<file path="src/rtl/instr_fetch_ctrl.sv">
// Instruction-fetch controller: owns the PC, feeds decode through a
// valid/ready register and yields the code-memory port to a program loader.
module instr_fetch_ctrl #(
  parameter int ADDR_W   = 8,
  parameter int RESET_PC = 0,
  parameter int DATA_W   = 32
) (
  input  logic              clk,
  input  logic              rst_n,
  output logic [31:0]       imem_addr,
  input  logic [DATA_W-1:0] imem_instr,
  output logic              imem_we,
  output logic [DATA_W-1:0] imem_wdata,
  input  logic              redirect_valid,
  input  logic [ADDR_W-1:0] redirect_pc,
  input  logic              id_ready,
  output logic              if_valid,
  output logic [DATA_W-1:0] if_instr,
  output logic [ADDR_W-1:0] if_pc,
  input  logic              load_req,
  input  logic [ADDR_W-1:0] load_addr,
  input  logic [DATA_W-1:0] load_data,
  output logic              busy_load
);

  localparam logic [0:0] FETCH = 1'b0;
  localparam logic [0:0] LOAD  = 1'b1;

  localparam logic [ADDR_W-1:0] PC_RST =
    ADDR_W'(RESET_PC);

  logic [0:0]        state;
  logic [ADDR_W-1:0] pc;
  logic              accept;
  logic              in_load;

  assign in_load = (state == LOAD);
  assign accept  = !if_valid || id_ready;

  // Address mux sees only state, pc and load_addr.
  always_comb begin
    imem_addr = 32'd0;
    if (in_load)
      imem_addr[ADDR_W-1:0] = load_addr;
    else
      imem_addr[ADDR_W-1:0] = pc;
  end

  assign imem_we    = in_load && load_req;
  assign imem_wdata = load_data;

  always_ff @(posedge clk) begin
    if (!rst_n) begin
      state     <= FETCH;
      pc        <= PC_RST;
      if_valid  <= 1'b0;
      if_instr  <= '0;
      if_pc     <= '0;
      busy_load <= 1'b0;
    end else begin
      unique case (state)
        FETCH: begin
          if (load_req) begin
            state     <= LOAD;
            if_valid  <= 1'b0;
            busy_load <= 1'b1;
          end else if (redirect_valid) begin
            if_valid <= 1'b0;
            pc       <= redirect_pc;
          end else if (accept) begin
            if_valid <= 1'b1;
            if_instr <= imem_instr;
            if_pc    <= pc;
            pc       <= pc + 1'b1;
          end
        end
        LOAD: begin
          if_valid <= 1'b0;
          if (!load_req) begin
            state     <= FETCH;
            pc        <= PC_RST;
            busy_load <= 1'b0;
          end
        end
        default: begin
          state <= FETCH;
        end
      endcase
    end
  end

endmodule

</file>
<file path="config.mk">
export PLATFORM = sky130hd
export DESIGN_NAME = instr_fetch_ctrl
export DESIGN_NICKNAME = d
export VERILOG_FILES = /design/src/rtl/instr_fetch_ctrl.sv
export SDC_FILE = /design/constraint.sdc
export NUM_CORES = 1
export LEC_CHECK = 0
export BUFFER_PORTS_ARGS = -buffer_cell sky130_fd_sc_hd__buf_2
export CORE_ASPECT_RATIO = 0.6
export CORE_MARGIN = 4
export CORE_UTILIZATION = 41
export CTS_BUF_LIST = sky130_fd_sc_hd__clkbuf_8
export DETAILED_ROUTE_END_ITERATION = 16
export GPL_TIMING_DRIVEN = 0
export HOLD_SLACK_MARGIN = 0.05
export PLACE_DENSITY = 0.79
export SYNTH_ARGS = -nofsm -noshare
export SYNTH_HDL_FRONTEND = slang
export SYNTH_SLANG_ARGS = --single-unit
</file>
<file path="constraint.sdc">
create_clock -name clk -period 2.55 [get_ports clk]
set_clock_uncertainty 0.15 [all_clocks]
set_input_delay 0.765 -clock clk [delete_from_list [all_inputs] [get_ports clk]]
set_output_delay 0.765 -clock clk [all_outputs]
set_load 0.1 [all_outputs]
</file>
Yosys cells after proc, flatten, opt, wreduce, memory -nomap -nowiden:

Cells that the tools add are included.

* memory bits (writable): 0
* output and inout port bits: 107
* input bits: 85
* bits in registers: 51
* latch bits: 0
* logic and storage cells: 35
* memories: 0
* bits in read-only memories: 0

* add/subtract/negate cells: 1
* order comparisons: 0
* multipliers: 0
* shift-type cells: 0
* bitwise operators: 3
* divide/modulo/power cells: 0
* mux-type cells: 14
* equal/unequal tests: 5
* reductions and logical operators: 6

Operators with widths (count)
* $mux W8: 5
* $pmux W8 S2: 1
* $add A8 B1 Y8 const B: 1
* $mux W1: 6
* $ne A2 B2 Y1 const B: 3
* $ne A4 B4 Y1 const B: 1
* $pmux W1 S2: 2
* $reduce_and A4 Y1: 1
* $ne A3 B3 Y1 const B: 1
* $not A1 Y1: 3
* $reduce_and A3 Y1: 1
* $reduce_and A2 Y1: 1
* $logic_and A1 B1 Y1: 1
* $logic_not A1 Y1: 1
* $logic_or A1 B1 Y1: 1

Logic depth before layout (Yosys ltp):

* depth in word-level cells: 6
* depth in mapped cells: 8
* gate-level depth less buffers: 5

Least setup slack after synthesis:

No wires, ideal clock.

* kind: reg2out
* from: reg state, in the netlist in_load
* to: out imem_addr[7]
* path buffers: 1
* required time: 1.635 ns
* path slack: -1.056 ns
* cell stages (with the launch flop): 3
* data arrival time: 2.691 ns
* cells stage by stage: dfxtp_1 clkbuf_1 o21ai_0

* word-level cells in the longest chain between the ends: 1

RTL lines
* start: declaration: line 32 `logic [0:0] state;`
* start signal: assignment: line 54 `state <= FETCH;`
* start signal: assignment: line 64 `state <= LOAD;`
* start signal: assignment: line 80 `state <= FETCH;`
* $mux W8: line 43 `if (in_load)`
* end: declaration: line 10 `output logic [31:0] imem_addr,`

No other way between the ends.

Final worst setup path:

* from: reg state, in the netlist in_load
* to: out imem_addr[3]

The elaborated chain is that of the path after synthesis.

==> flow_summary.json <==
{
  "io_pins": 192,
  "syn_area_per_cell_um2": 7.78,
  "design_area_um2": 3530,
  "grt_overflow": 0,
  "synth_edf_count": 0,
  "cp.required_ps": 1640,
  "status": "finished clean",
  "worstReg2RegEnd": "pc[7]",
  "post-place-ws_ps": -163,
  "slowest_stage": "dfxtp_2",
  "dr_total_vias": 2589,
  "grt_pass1_vias": 2314,
  "start_util_pct": 43.9,
  "hp-class": "flip-flop to flip-flop",
  "crit_family": "buffers and inverters",
  "chipHeight_um": 68.9,
  "path_clk_slew_ps": 90,
  "worstPathMaxFanout": 10,
  "whs_ps": 306,
  "cts_inserted_buffers": 5,
  "synthesis.area_um2": 2540,
  "ys.flop_type": "dfxtp_1",
  "finalHoldViolCount": 0,
  "hpwlAfterDp_um": 5930,
  "fp-row-count": 21,
  "grt_use_total_pct": 18.6,
  "endpoint_kind": "output port",
  "hp-start": "if_instr[23]",
  "crit_type": "flip-flop to output port",
  "slew_viol_final": 0,
  "period_minus_slack_ps": 2420,
  "relSlewSlack_pct": 63.8,
  "finalSetupViolCount": 0,
  "utilization_pct": 61.1,
  "crit_buf_inv": 2,
  "worstPathCellList": "clkbuf_8 > mux2_2 > buf_4",
  "slowest_delay_ps": 410,
  "wire_per_inst_um": 12.9,
  "syn_inst": 326,
  "power_density_nw_per_um2": 646,
  "drv_cap": 0,
  "p_leak_nw": 1.78,
  "drc": 0,
  "fmax_ghz": 0.413,
  "diodes": 0,
  "ys_top_cells_by_area": "dfxtp_1 40%, buf_4 17%, nand2_1 13%",
  "grt_pass1_wl_um": 10900,
  "critPathLaunchType": "flip-flop",
  "fin_nets": 580,
  "ff2ff_path_depth": 6,
  "dieArea_um2": 7550,
  "ys_seq_area_share_pct": 40.2,
  "clock_path_buffers": 2,
  "placed_area_um2": 3410,
  "core_um2": 5780,
  "async_reset_ff_share_pct": 0,
  "rr_startpoint": "in_load",
  "drt_iter0_markers": 102,
  "synth.top_cell.area_share_pct": 40.2,
  "clock_latency_ps": 300,
  "via_per_inst": 4.53,
  "finalCritPeriodShare_pct": 94.9,
  "drive_gt1_share_pct": 43.3,
  "cts_max_level": 2,
  "rsz0062_at_grt": "false",
  "hold_end": "if_instr[23]",
  "die_x_um": 110,
  "tightest_slew_ps": 543,
  "yosysMostFrequentCell": "nand2_1",
  "layout_setup_ws_ps": 130,
  "gp_congestion": 0.839,
  "yosysWarnings": 0,
  "cts_tree": "built",
  "ir_drop_v": 0.000351,
  "regToRegSetupSlack_ps": 320,
  "ys_ff_latch": 51,
  "drt_wl_total_um": 7370,
  "synthTopCellsByCount": "85 x nand2_1, 56 x buf_4, 51 x dfxtp_1",
  "holdPathStages": 2,
  "clock_sinks": 51,
  "cp.arrival_ps": 1500,
  "syn2layout_area_growth_pct": 39.3,
  "ys_types": 39,
  "grt_max_degree": 17,
  "root_buffer": "clkbuf_8",
  "yosysTopAreaCell": "dfxtp_1",
  "antenna_found_initial": 0,
  "port_buffers": 135,
  "antenna_left": 0,
  "drtPass1Iterations": 4
}
==> final cells by class <==
| type | count | area [um^2] |
|---|---|---|
| Sequential cell | 51 | 1020 |
| Tap cell | 80 | 100 |
| Timing Repair Buffer | 135 | 693 |
| Clock inverter | 2 | 16.3 |
| Multi-Input combinational cell | 217 | 1090 |
| Fill cell | 551 | 2250 |
| Buffer | 77 | 512 |
| Clock buffer | 6 | 82.6 |
| Inverter | 4 | 15.0 |
==> where the power goes <==
group / switching, W / total [W] / internal, W
logic: 0.000753 / 0.000937 / 0.000184
clock network: 0.000271 / 0.000493 / 0.000222
registers: 0.0000237 / 0.000853 / 0.000830
==> layer usage <==
layer	global-route usage [%]	vias to the layer above	wire length, um
li1	-	1314	-
met1	22.7	1142	3050
met2	30.6	121	3430
met3	7.35	12	792
met4	5.44	0	99
met5	0	-	0
==> stage by stage <==
step	TNS, ps	power, W	cells
after floorplan	0	0.00166	349
after global placement	-257	0.00179	564
after detailed placement	-567	0.00180	564
after CTS	0	0.00230	572
after global routing	0	0.00239	572
final	0	0.00228	572
==> how the worst max path moves through the flow <==
stage / start / to / slack, ps / depth (start not counted)
after global routing: in_load / imem_addr[3] / 70 / 3
after global placement: in_load / pc[5] / -110 / 7
after detailed placement: in_load / pc[7] / -160 / 6
final: in_load / imem_addr[3] / 130 / 3
after floorplan: load_req / pc[5] / 190 / 5
after CTS: in_load / imem_addr[3] / 20 / 3
==> registers in the layout (all words and copies together) (netlist names) <==
signal,count
pc,8
if_valid,1
busy_load,1
if_instr,32
if_pc,8
in_load,1
==> repair_timing <==
action	CTS	global route
endpoints found under the setup margin	15	6
hold buffers	0	0
resized for setup	10	1
setup buffers	0	0
==> tightest hold or removal path, delay by kind of cell, from the launching register on <==
kind | cells | cell delay [ps]
AO/OA/AOI/OAI | 1 | 50
flip-flops | 1 | 320
AND/OR/NAND/NOR | 1 | 50
==> placed cells by master (no fill, tap or decap), types with 2 or more instances in the layout <==
cell	count
clkbuf_8	7
buf_4	63
or3_1	2
a21oi_1	48
nand2_1	85
o21ai_0	2
ha_1	3
buf_2	130
inv_1	4
dfxtp_1	50
clkbuf_1	17
nand3_1	2
nor3_1	2
a31oi_1	2
nor2_1	11
mux2_2	7
conb_1	24
nand4_1	2
nor3b_1	2
o21a_1	4
==> cells by family (layout without fill, tap and decap cells) <==
kind of cell	Yosys count	after routing	share of synthesized area [%]
other	1	24	0.148
AND/OR/NAND/NOR	116	116	19.4
buffers and inverters	81	224	20.4
multiplexers	8	8	3.50
flip-flops	51	51	40.2
adder cells (fa/ha/maj)	4	4	1.97
AO/OA/AOI/OAI	65	65	14.3
Power figures use the tool's default switching activity.
